**src/rtl/gpio_bus_arbiter_if.sv**
```systemverilog
// Bundle of host-side and device-side signals around the GPIO bus arbiter.
// slave is the arbiter's view; master is the view of the hosts and the GPIO device around it.
interface gpio_bus_arbiter_if #(
  parameter int NumHosts = 2
);
  logic [NumHosts-1:0]      host_req_i;
  logic [NumHosts*32-1:0]   host_addr_i;
  logic [NumHosts-1:0]      host_we_i;
  logic [NumHosts*4-1:0]    host_be_i;
  logic [NumHosts*32-1:0]   host_wdata_i;
  logic [NumHosts-1:0]      host_lock_i;
  logic [NumHosts-1:0]      host_gnt_o;
  logic [NumHosts-1:0]      host_rvalid_o;
  logic [NumHosts*32-1:0]   host_rdata_o;
  logic                     device_req_o;
  logic [31:0]              device_addr_o;
  logic                     device_we_o;
  logic [3:0]               device_be_o;
  logic [31:0]              device_wdata_o;
  logic                     device_rvalid_i;
  logic [31:0]              device_rdata_i;

  modport slave (
    input  host_req_i, host_addr_i, host_we_i, host_be_i, host_wdata_i, host_lock_i,
    input  device_rvalid_i, device_rdata_i,
    output host_gnt_o, host_rvalid_o, host_rdata_o,
    output device_req_o, device_addr_o, device_we_o, device_be_o, device_wdata_o
  );

  modport master (
    output host_req_i, host_addr_i, host_we_i, host_be_i, host_wdata_i, host_lock_i,
    output device_rvalid_i, device_rdata_i,
    input  host_gnt_o, host_rvalid_o, host_rdata_o,
    input  device_req_o, device_addr_o, device_we_o, device_be_o, device_wdata_o
  );
endinterface

```
**src/rtl/gpio_bus_arbiter.sv**
```systemverilog
// Round-robin arbiter sharing the GPIO device port between NumHosts requesters.
// Optional bus locking is compiled in with GPIO_ARB_LOCK_EN.
module gpio_bus_arbiter #(
  parameter int NumHosts = 2
) (
  input  logic                clk_i,
  input  logic                rst_ni,
  gpio_bus_arbiter_if.slave   bus
);

  localparam int HostIdxW = (NumHosts > 1) ? $clog2(NumHosts) : 1;
  localparam logic [HostIdxW-1:0] LastHost = HostIdxW'(NumHosts - 1);

  logic [HostIdxW-1:0] rr_ptr_q, rr_ptr_d;
  logic [HostIdxW-1:0] winner;
  logic [HostIdxW-1:0] resp_host_q;
  logic                resp_pend_q;
  logic                gnt_any;
  logic                lock_active;
  logic [NumHosts-1:0] eligible;
  logic [NumHosts-1:0] gnt_vec;
  logic [NumHosts-1:0] rvalid_vec;

  logic [31:0] addr_arr  [NumHosts];
  logic [31:0] wdata_arr [NumHosts];
  logic [3:0]  be_arr    [NumHosts];
  logic        we_arr    [NumHosts];

`ifdef GPIO_ARB_LOCK_EN
  logic                lock_valid_q, lock_valid_d;
  logic [HostIdxW-1:0] lock_own_q, lock_own_d;

  // The lock stays in force only while its owner keeps host_lock_i high,
  // so a dropped lock frees the bus in the very same cycle.
  assign lock_active = lock_valid_q & bus.host_lock_i[lock_own_q];

  always_comb begin
    eligible = bus.host_req_i;
    if (lock_active) begin
      eligible = '0;
      eligible[lock_own_q] = bus.host_req_i[lock_own_q];
    end
  end

  always_comb begin
    lock_valid_d = lock_valid_q;
    lock_own_d   = lock_own_q;
    if (gnt_any && bus.host_lock_i[winner]) begin
      lock_valid_d = 1'b1;
      lock_own_d   = winner;
    end else if (lock_valid_q && !bus.host_lock_i[lock_own_q]) begin
      lock_valid_d = 1'b0;
    end
  end

  always_ff @(posedge clk_i or negedge rst_ni) begin
    if (!rst_ni) begin
      lock_valid_q <= 1'b0;
      lock_own_q   <= '0;
    end else begin
      lock_valid_q <= lock_valid_d;
      lock_own_q   <= lock_own_d;
    end
  end
`else
  logic unused_lock;
  assign unused_lock = ^bus.host_lock_i;
  assign lock_active = 1'b0;
  assign eligible    = bus.host_req_i;
`endif

  always_comb begin
    for (int h = 0; h < NumHosts; h++) begin
      addr_arr[h]  = bus.host_addr_i[32*h +: 32];
      wdata_arr[h] = bus.host_wdata_i[32*h +: 32];
      be_arr[h]    = bus.host_be_i[4*h +: 4];
      we_arr[h]    = bus.host_we_i[h];
    end
  end

  // First eligible host found scanning upward from rr_ptr_q, wrapping at NumHosts.
  always_comb begin
    int cand;
    winner  = '0;
    gnt_any = 1'b0;
    cand    = 0;
    for (int off = 0; off < NumHosts; off++) begin
      cand = int'(rr_ptr_q) + off;
      if (cand >= NumHosts) begin
        cand = cand - NumHosts;
      end
      if (!gnt_any && eligible[cand]) begin
        gnt_any = 1'b1;
        winner  = cand[HostIdxW-1:0];
      end
    end
  end

  always_comb begin
    gnt_vec = '0;
    if (gnt_any) begin
      gnt_vec[winner] = 1'b1;
    end
  end

  // Device request follows the grant; in the default build that equals |host_req_i,
  // and with locking it keeps a locked-out host from reaching the device.
  always_comb begin
    bus.device_req_o   = gnt_any;
    bus.device_addr_o  = '0;
    bus.device_we_o    = 1'b0;
    bus.device_be_o    = '0;
    bus.device_wdata_o = '0;
    if (gnt_any) begin
      bus.device_addr_o  = addr_arr[winner];
      bus.device_we_o    = we_arr[winner];
      bus.device_be_o    = be_arr[winner];
      bus.device_wdata_o = wdata_arr[winner];
    end
  end

  assign bus.host_gnt_o = gnt_vec;

  always_comb begin
    rr_ptr_d = rr_ptr_q;
    if (gnt_any && !lock_active) begin
      rr_ptr_d = (winner == LastHost) ? '0 : winner + 1'b1;
    end
  end

  always_ff @(posedge clk_i or negedge rst_ni) begin
    if (!rst_ni) begin
      rr_ptr_q    <= '0;
      resp_pend_q <= 1'b0;
      resp_host_q <= '0;
    end else begin
      rr_ptr_q    <= rr_ptr_d;
      resp_pend_q <= gnt_any;
      resp_host_q <= winner;
    end
  end

  // A device response with nothing pending is dropped.
  always_comb begin
    rvalid_vec = '0;
    if (bus.device_rvalid_i && resp_pend_q) begin
      rvalid_vec[resp_host_q] = 1'b1;
    end
  end

  assign bus.host_rvalid_o = rvalid_vec;
  assign bus.host_rdata_o  = {NumHosts{bus.device_rdata_i}};

endmodule

```
**src/flat_wrapper.sv**
```systemverilog
// flat-port wrapper written by rule: the top's interface ports become plain ports
module gpio_bus_arbiter_flat 
#(
  parameter int NumHosts = 2
)
  (clk_i, rst_ni, bus_host_req_i, bus_host_addr_i, bus_host_we_i, bus_host_be_i, bus_host_wdata_i, bus_host_lock_i, bus_device_rvalid_i, bus_device_rdata_i, bus_host_gnt_o, bus_host_rvalid_o, bus_host_rdata_o, bus_device_req_o, bus_device_addr_o, bus_device_we_o, bus_device_be_o, bus_device_wdata_o);
  gpio_bus_arbiter_if #(.NumHosts(NumHosts)) bus_i ();
  input  logic clk_i;
  input  logic rst_ni;
  input wire logic [$bits(bus_i.host_req_i)-1:0] bus_host_req_i;
  input wire logic [$bits(bus_i.host_addr_i)-1:0] bus_host_addr_i;
  input wire logic [$bits(bus_i.host_we_i)-1:0] bus_host_we_i;
  input wire logic [$bits(bus_i.host_be_i)-1:0] bus_host_be_i;
  input wire logic [$bits(bus_i.host_wdata_i)-1:0] bus_host_wdata_i;
  input wire logic [$bits(bus_i.host_lock_i)-1:0] bus_host_lock_i;
  input wire logic [$bits(bus_i.device_rvalid_i)-1:0] bus_device_rvalid_i;
  input wire logic [$bits(bus_i.device_rdata_i)-1:0] bus_device_rdata_i;
  output wire logic [$bits(bus_i.host_gnt_o)-1:0] bus_host_gnt_o;
  output wire logic [$bits(bus_i.host_rvalid_o)-1:0] bus_host_rvalid_o;
  output wire logic [$bits(bus_i.host_rdata_o)-1:0] bus_host_rdata_o;
  output wire logic [$bits(bus_i.device_req_o)-1:0] bus_device_req_o;
  output wire logic [$bits(bus_i.device_addr_o)-1:0] bus_device_addr_o;
  output wire logic [$bits(bus_i.device_we_o)-1:0] bus_device_we_o;
  output wire logic [$bits(bus_i.device_be_o)-1:0] bus_device_be_o;
  output wire logic [$bits(bus_i.device_wdata_o)-1:0] bus_device_wdata_o;
  assign bus_i.host_req_i = bus_host_req_i;
  assign bus_i.host_addr_i = bus_host_addr_i;
  assign bus_i.host_we_i = bus_host_we_i;
  assign bus_i.host_be_i = bus_host_be_i;
  assign bus_i.host_wdata_i = bus_host_wdata_i;
  assign bus_i.host_lock_i = bus_host_lock_i;
  assign bus_i.device_rvalid_i = bus_device_rvalid_i;
  assign bus_i.device_rdata_i = bus_device_rdata_i;
  assign bus_host_gnt_o = bus_i.host_gnt_o;
  assign bus_host_rvalid_o = bus_i.host_rvalid_o;
  assign bus_host_rdata_o = bus_i.host_rdata_o;
  assign bus_device_req_o = bus_i.device_req_o;
  assign bus_device_addr_o = bus_i.device_addr_o;
  assign bus_device_we_o = bus_i.device_we_o;
  assign bus_device_be_o = bus_i.device_be_o;
  assign bus_device_wdata_o = bus_i.device_wdata_o;
  gpio_bus_arbiter #(.NumHosts(NumHosts)) u_core (.clk_i(clk_i), .rst_ni(rst_ni), .bus(bus_i));
endmodule
```
**config.mk**
```make
export PLATFORM = sky130hd
export DESIGN_NAME = gpio_bus_arbiter_flat
export DESIGN_NICKNAME = d
export VERILOG_FILES = /design/src/rtl/gpio_bus_arbiter_if.sv /design/src/rtl/gpio_bus_arbiter.sv /design/src/flat_wrapper.sv
export SDC_FILE = /design/constraint.sdc
export NUM_CORES = 1
export LEC_CHECK = 0
export ABC_AREA = 1
export ABC_CLOCK_PERIOD_IN_PS = 1100
export CORE_AREA = 5 5 119 121
export DETAILED_ROUTE_END_ITERATION = 8
export DIE_AREA = 0 0 124 126
export PLACE_DENSITY = 0.65
export SLEW_MARGIN = 20
export SYNTH_ARGS = -nofsm -noshare
export SYNTH_HDL_FRONTEND = slang
export SYNTH_SLANG_ARGS = --single-unit
```
**constraint.sdc**
```tcl
create_clock -name clk_i -period 1.1 [get_ports clk_i]
set_input_delay 0.22 -clock clk_i [delete_from_list [all_inputs] [get_ports clk_i]]
set_output_delay 0.22 -clock clk_i [all_outputs]
set_load 0.02 [all_outputs]
```
Word-level counts from Yosys, hierarchy flattened
Cells that the tools add are included.

operators by class
  $add $sub $neg = 4
  multiplexer cells = 35
  bitwise gates (word level) = 1
  reduce and logical (&&, ||, !) cells = 5
  order comparisons = 9

operator list
  kind                   number
  $mux 32                10
  $lt 32x3->1 const B    2
  $ge 32x3->1 const B    1
  $sub 32x3->32 const B  1
  $mux 1                 17
  $mux 4                 4
  $logic_and 1x1->1      4
  $lt 1x2->1 const B     2
  $mux 2                 2
  $sub 1x2->3 const B    1
  $add 1x1->2 const B    1
  $demux 1 s1            2
  $ge 1x1->1 const B     2
  $ge 1x2->1 const B     1
  $ge 2x2->1 const B     1
  $not 1->2              1
  $add 1x1->1 const B    1
  $logic_not 1->1        1

word-level totals
  flip-flop bits (word level) = 3
  logic and storage cells = 57
  input port bits = 177
  output and inout port bits = 138

Longest topological paths before layout
Gate-level depths: netlist (run 1).

  depth in word-level cells = 14
  gate-level depth with buffers = 5

Worst setup path after synthesis (run 1)
Ideal clock, no wire load.

  path type = reg2out
  from = reg u_core.rr_ptr_q
  to = out bus_device_addr_o[0]
  arrival = 1,109 ps
  path slack = -229 ps
  cell stages (with the launch flop) = 5
  cells stage by stage = dfrtp_1 -> a21oi_2 -> buf_2 -> nand2_1 -> nand2_1

between the ends
  longest elaborated chain between the ends = 14

ends and longest elaborated chain
  element                                                                 line                     text
  start: declaration                                                      gpio_bus_arbiter.sv:14   logic [HostIdxW-1:0] rr_ptr_q, rr_ptr_d;
  start signal: assignment                                                gpio_bus_arbiter.sv:137  rr_ptr_q <= rr_ptr_d;
  parallel branches: the longest is 13 deep, another holds $sub 32x3->32  n/a
  $mux 32 *                                                               gpio_bus_arbiter.sv:114  if (gnt_any) begin
  end: declaration                                                        flat_wrapper.sv:22       output wire logic [$bits(bus_i.device_addr_o)-1:0] bus_device_addr_o;

Every way passes the cells marked *. The select of a mux whose other input is x is not followed.

Final worst setup path (run 1)
  from = reg u_core.rr_ptr_q
  to = out bus_device_addr_o[6]

Same word-level chain as after synthesis.

==> impl_summary.log, run 1 <==
INFO  metric status = finished, violations left
INFO  metric violations = negative setup slack
INFO  metric grt_start_max_net_pins = 46
INFO  metric yosysWarnings = 0
INFO  metric postLayoutCellArea = 0.004368 mm2
INFO  metric insertedDiodeCount = 0
INFO  metric synth.largest_area_cell = sky130_fd_sc_hd__nand2_1
INFO  metric number_of_global_route_vias_before_repair = 2815
INFO  metric finalMaxSlewViolations = 0
INFO  metric yosys.area_share.xor_xnor = 0%
INFO  metric total_power_density_per_cell_area = 691.1 mW/mm2
INFO  metric final_nets = 664
INFO  metric antenna_found_initial = 0
INFO  metric yosysUniqueCellTypes = 11
INFO  metric floorplan.initialDensity = 12.26%
INFO  metric synth_simple_gate_area_share = 56.29%
INFO  metric die_h = 126 um
INFO  metric vias = 2695
INFO  metric cp_data_required_time = 0.88 ns
INFO  metric p_clk_share = 19.0%
INFO  metric sequential_cell_area = 76.32 um2
INFO  metric drt-vias-per-instance = 4.071
INFO  metric synth_seq_area_share = 4.717%
INFO  metric antenna_left = 0
INFO  metric irDropWorstVdd = 0.0004914 V
INFO  metric slew_headroom = 82.83%
INFO  metric max_clock_freq = 574.3 MHz
INFO  metric layout-area-overhead-vs-synth = 174.4%
INFO  metric combinationalPowerShare = 76.6%
INFO  metric track_usage = 11.59%
INFO  metric clock_tree_from_tritoncts = yes
INFO  metric mappedNetlistArea = 0.001592 mm2
INFO  metric cts_root_buf = sky130_fd_sc_hd__clkbuf_16
INFO  metric setup-violations-final = 75
INFO  metric internal-power = 1.853 mW
INFO  metric worstSetupPathType = reg2out
INFO  metric post-route-drc-count = 0
INFO  metric synth_top_family_by_area = simple AND/OR/NAND/NOR gates
INFO  metric timing.rr.end = u_core.resp_pend_q
INFO  metric routed_wire_length = 10790 um
INFO  metric floorplan.die_area = 0.01562 mm2
INFO  metric leakage_power_summed_over_all_cells = 2.023 nW
INFO  metric most_common_cell_after_layout_fill_and_taps_aside = sky130_fd_sc_hd__clkdlybuf4s50_1
INFO  metric synth_cells = 312
INFO  metric end_kind = output pin
INFO  metric power = 3.019 mW
INFO  metric drt_iter0_markers = 65
INFO  metric routedWlPerCell = 16.29 um
INFO  metric net_switching_power_figure = 1.166 mW
INFO  metric critPathCapture = bus_device_addr_o[6]
INFO  metric clock_sinks = 3
INFO  metric synth.mux.area_fraction = 0%
INFO  metric cts_buffer_depth = 2
INFO  metric synthesis.nets = 489
INFO  metric synth_top_cell_area_share = 33.49%
INFO  metric multiInputGateArea = 0.001306 mm2
INFO  metric global_route_wire_length_before_repair = 14480 um
INFO  metric placement.io_buffers = 216
INFO  metric fin_worst_skew = 0.003045 ns
INFO  metric ioPinCount = 315
INFO  metric synthesis.area_per_instance = 5.101 um2
INFO  metric grt_overflow = 0
INFO  metric tritoncts.num_buffers = 3
INFO  metric reg2reg_slack = -0.22 ns
INFO  metric share_of_the_synthesized_area_in_compound_gates_ao_oa_aoi_oai = 1.179%
INFO  metric row_count = 42
INFO  metric drv_cap = 0
INFO  metric rr_startpoint = u_core.rr_ptr_q
INFO  metric gp_congestion = 0.7574
INFO  metric critPathArrivalTime = 1.52 ns
INFO  metric htreeDepth = 1
INFO  metric clock_insertion_delay_worst_skew = 0.22 ns
INFO  metric swShare = 38.62%
INFO  metric rsz0062_at_grt = yes
INFO  metric dp.final_hpwl = 7346 um
INFO  metric final_core_area_utilization = 33.65%
INFO  metric layout_common_cells = sky130_fd_sc_hd__clkdlybuf4s50_1, sky130_fd_sc_hd__nand2_2, sky130_fd_sc_hd__nand2_1, sky130_fd_sc_hd__nand3_1, sky130_fd_sc_hd__buf_6
INFO  metric synthTopCellsByArea = sky130_fd_sc_hd__nand2_1, sky130_fd_sc_hd__buf_4, sky130_fd_sc_hd__nand3_1
INFO  metric share_seq_of_total_power = 4.3%
INFO  metric timing.critical_path.from_type = flop
INFO  metric drt_pass1_iterations = 4
INFO  metric ctsHoldBuffers = 0
INFO  metric tightest_slew = 0.2576 ns
INFO  metric layout-drive-gt1-share = 47.33%
INFO  metric timing.final.ws_setup = -0.6413 ns
INFO  metric period_share = 158.3%
INFO  metric min-delay-path-class = in2async
INFO  metric synth_seq_cells = 3
INFO  metric floorplan_core_area = 0.01298 mm2
INFO  metric final_hold_viol_count = 0
INFO  metric maximum_net_fanout_on_the_critical_path = 5
INFO  metric nFillCells = 1386
INFO  metric cts.reportedPaths.clkPinSlew = 0.03 ns
INFO  metric min_period = 1.741 ns
INFO  metric worstSetupStartpoint = u_core.rr_ptr_q
INFO  metric timing.reg2reg.worst_path_depth = 8
INFO  metric dieWidth = 124 um
INFO  metric yosys.area_share.adder = 0%
INFO  metric placed_cell_areas = 0.003739 mm2
==> metrics by stage <==
step | TNS [ns] | worst slack (ns) | hold WS (ns) | instances
floorplan | -8.349 | -0.1279 | -0.07559 | 312
global placement | -80.75 | -1.146 | 0.4171 | 630
detailed placement | -82.04 | -1.159 | 0.4185 | 630
CTS | -42.24 | -0.7287 | 0.1866 | 651
global route | -46.24 | -0.7034 | 0.1851 | 662
finish | -41.27 | -0.6413 | 0.1814 | 662
==> power groups by stage <==
| stage | Clock (mW) | Combinational, mW | Sequential, mW |
|---|---|---|---|
| 2_1_floorplan | 0 | 1.18 | 0.128 |
| 3_3_place_gp | 0 | 1.95 | 0.129 |
| 3_5_place_dp | 0 | 1.97 | 0.128 |
| 4_1_cts | 0.578 | 2.23 | 0.128 |
| 5_1_grt | 0.593 | 2.46 | 0.133 |
| 6_report | 0.575 | 2.31 | 0.131 |
==> worst max-delay path, stage by stage, from the launching register on <==
cell	delay, ns
sky130_fd_sc_hd__dfrtp_2	0.43
sky130_fd_sc_hd__a21oi_4	0.18
sky130_fd_sc_hd__buf_6	0.12
sky130_fd_sc_hd__buf_6	0.11
sky130_fd_sc_hd__buf_16	0.12
sky130_fd_sc_hd__buf_6	0.09
sky130_fd_sc_hd__nand2_2	0.04
sky130_fd_sc_hd__nand2_2	0.08
sky130_fd_sc_hd__buf_6	0.12
==> how the worst min path moves through the flow <==
stage,from,to,slack [ns],cells after the start
floorplan,rst_ni,u_core.resp_host_q,-0.08,0
global placement,rst_ni,u_core.resp_pend_q,0.42,1
finish,rst_ni,u_core.rr_ptr_q,0.18,1
CTS,rst_ni,u_core.rr_ptr_q,0.19,1
global route,rst_ni,u_core.rr_ptr_q,0.19,1
detailed placement,rst_ni,u_core.resp_pend_q,0.42,1
==> layer usage <==
layer  track usage (%)  wire (um)  vias up
met5                 0          0        -
met4             2.577        193        0
met3             3.946       1317       27
met2             22.14       5485      167
met1             11.95       3790     1226
li1                  -          -     1275
==> area by class of cell <==
class / count / share of cell area, %
repair buffers: 256 / 61.07
multi-input cells: 218 / 29.91
well taps: 176 / 5.042
clock buffers: 4 / 1.805
flip-flops and latches: 3 / 1.747
inverters: 5 / 0.4297
==> synthesized netlist by cell type <==
cell type                   n
sky130_fd_sc_hd__nand3_1   71
sky130_fd_sc_hd__buf_4     64
sky130_fd_sc_hd__nor2_1     2
sky130_fd_sc_hd__buf_1      6
sky130_fd_sc_hd__buf_2     16
sky130_fd_sc_hd__dfrtp_1    3
sky130_fd_sc_hd__a21oi_1    2
sky130_fd_sc_hd__nand2_1  142
sky130_fd_sc_hd__a21oi_2    1
sky130_fd_sc_hd__inv_2      1
sky130_fd_sc_hd__inv_1      4
==> what timing repair did <==
item                                    in CTS  in global routing
setup buffers                               12                  8
pin swaps                                    6                  8
endpoints found under the setup margin      76                 76
gates cloned                                 5                  6
resized for setup                          385                 58
==> registers in the layout (all words and copies together) (netlist names) <==
name and cells:
u_core.resp_host_q 1, u_core.resp_pend_q 1, u_core.rr_ptr_q 1
==> kinds of logic after synthesis <==
kind of cell,count (synthesis)
AND/OR/NAND/NOR,215
buffers and inverters,91
flip-flops,3
AO/OA/AOI/OAI,3
No activity file was read; power rests on OpenSTA's default activity.
==> run 2, diff against run 1 <==
--- a/config.mk
+++ b/config.mk
@@ -7,6 +7,7 @@
 export LEC_CHECK = 0
 export ABC_AREA = 1
 export ABC_CLOCK_PERIOD_IN_PS = 1100
+export CAP_MARGIN = 0
 export CORE_AREA = 5 5 119 121
 export DETAILED_ROUTE_END_ITERATION = 8
 export DIE_AREA = 0 0 124 126
==> results of run 2 <==
The final DEF is identical to that of run 1; final timing and power are the same.
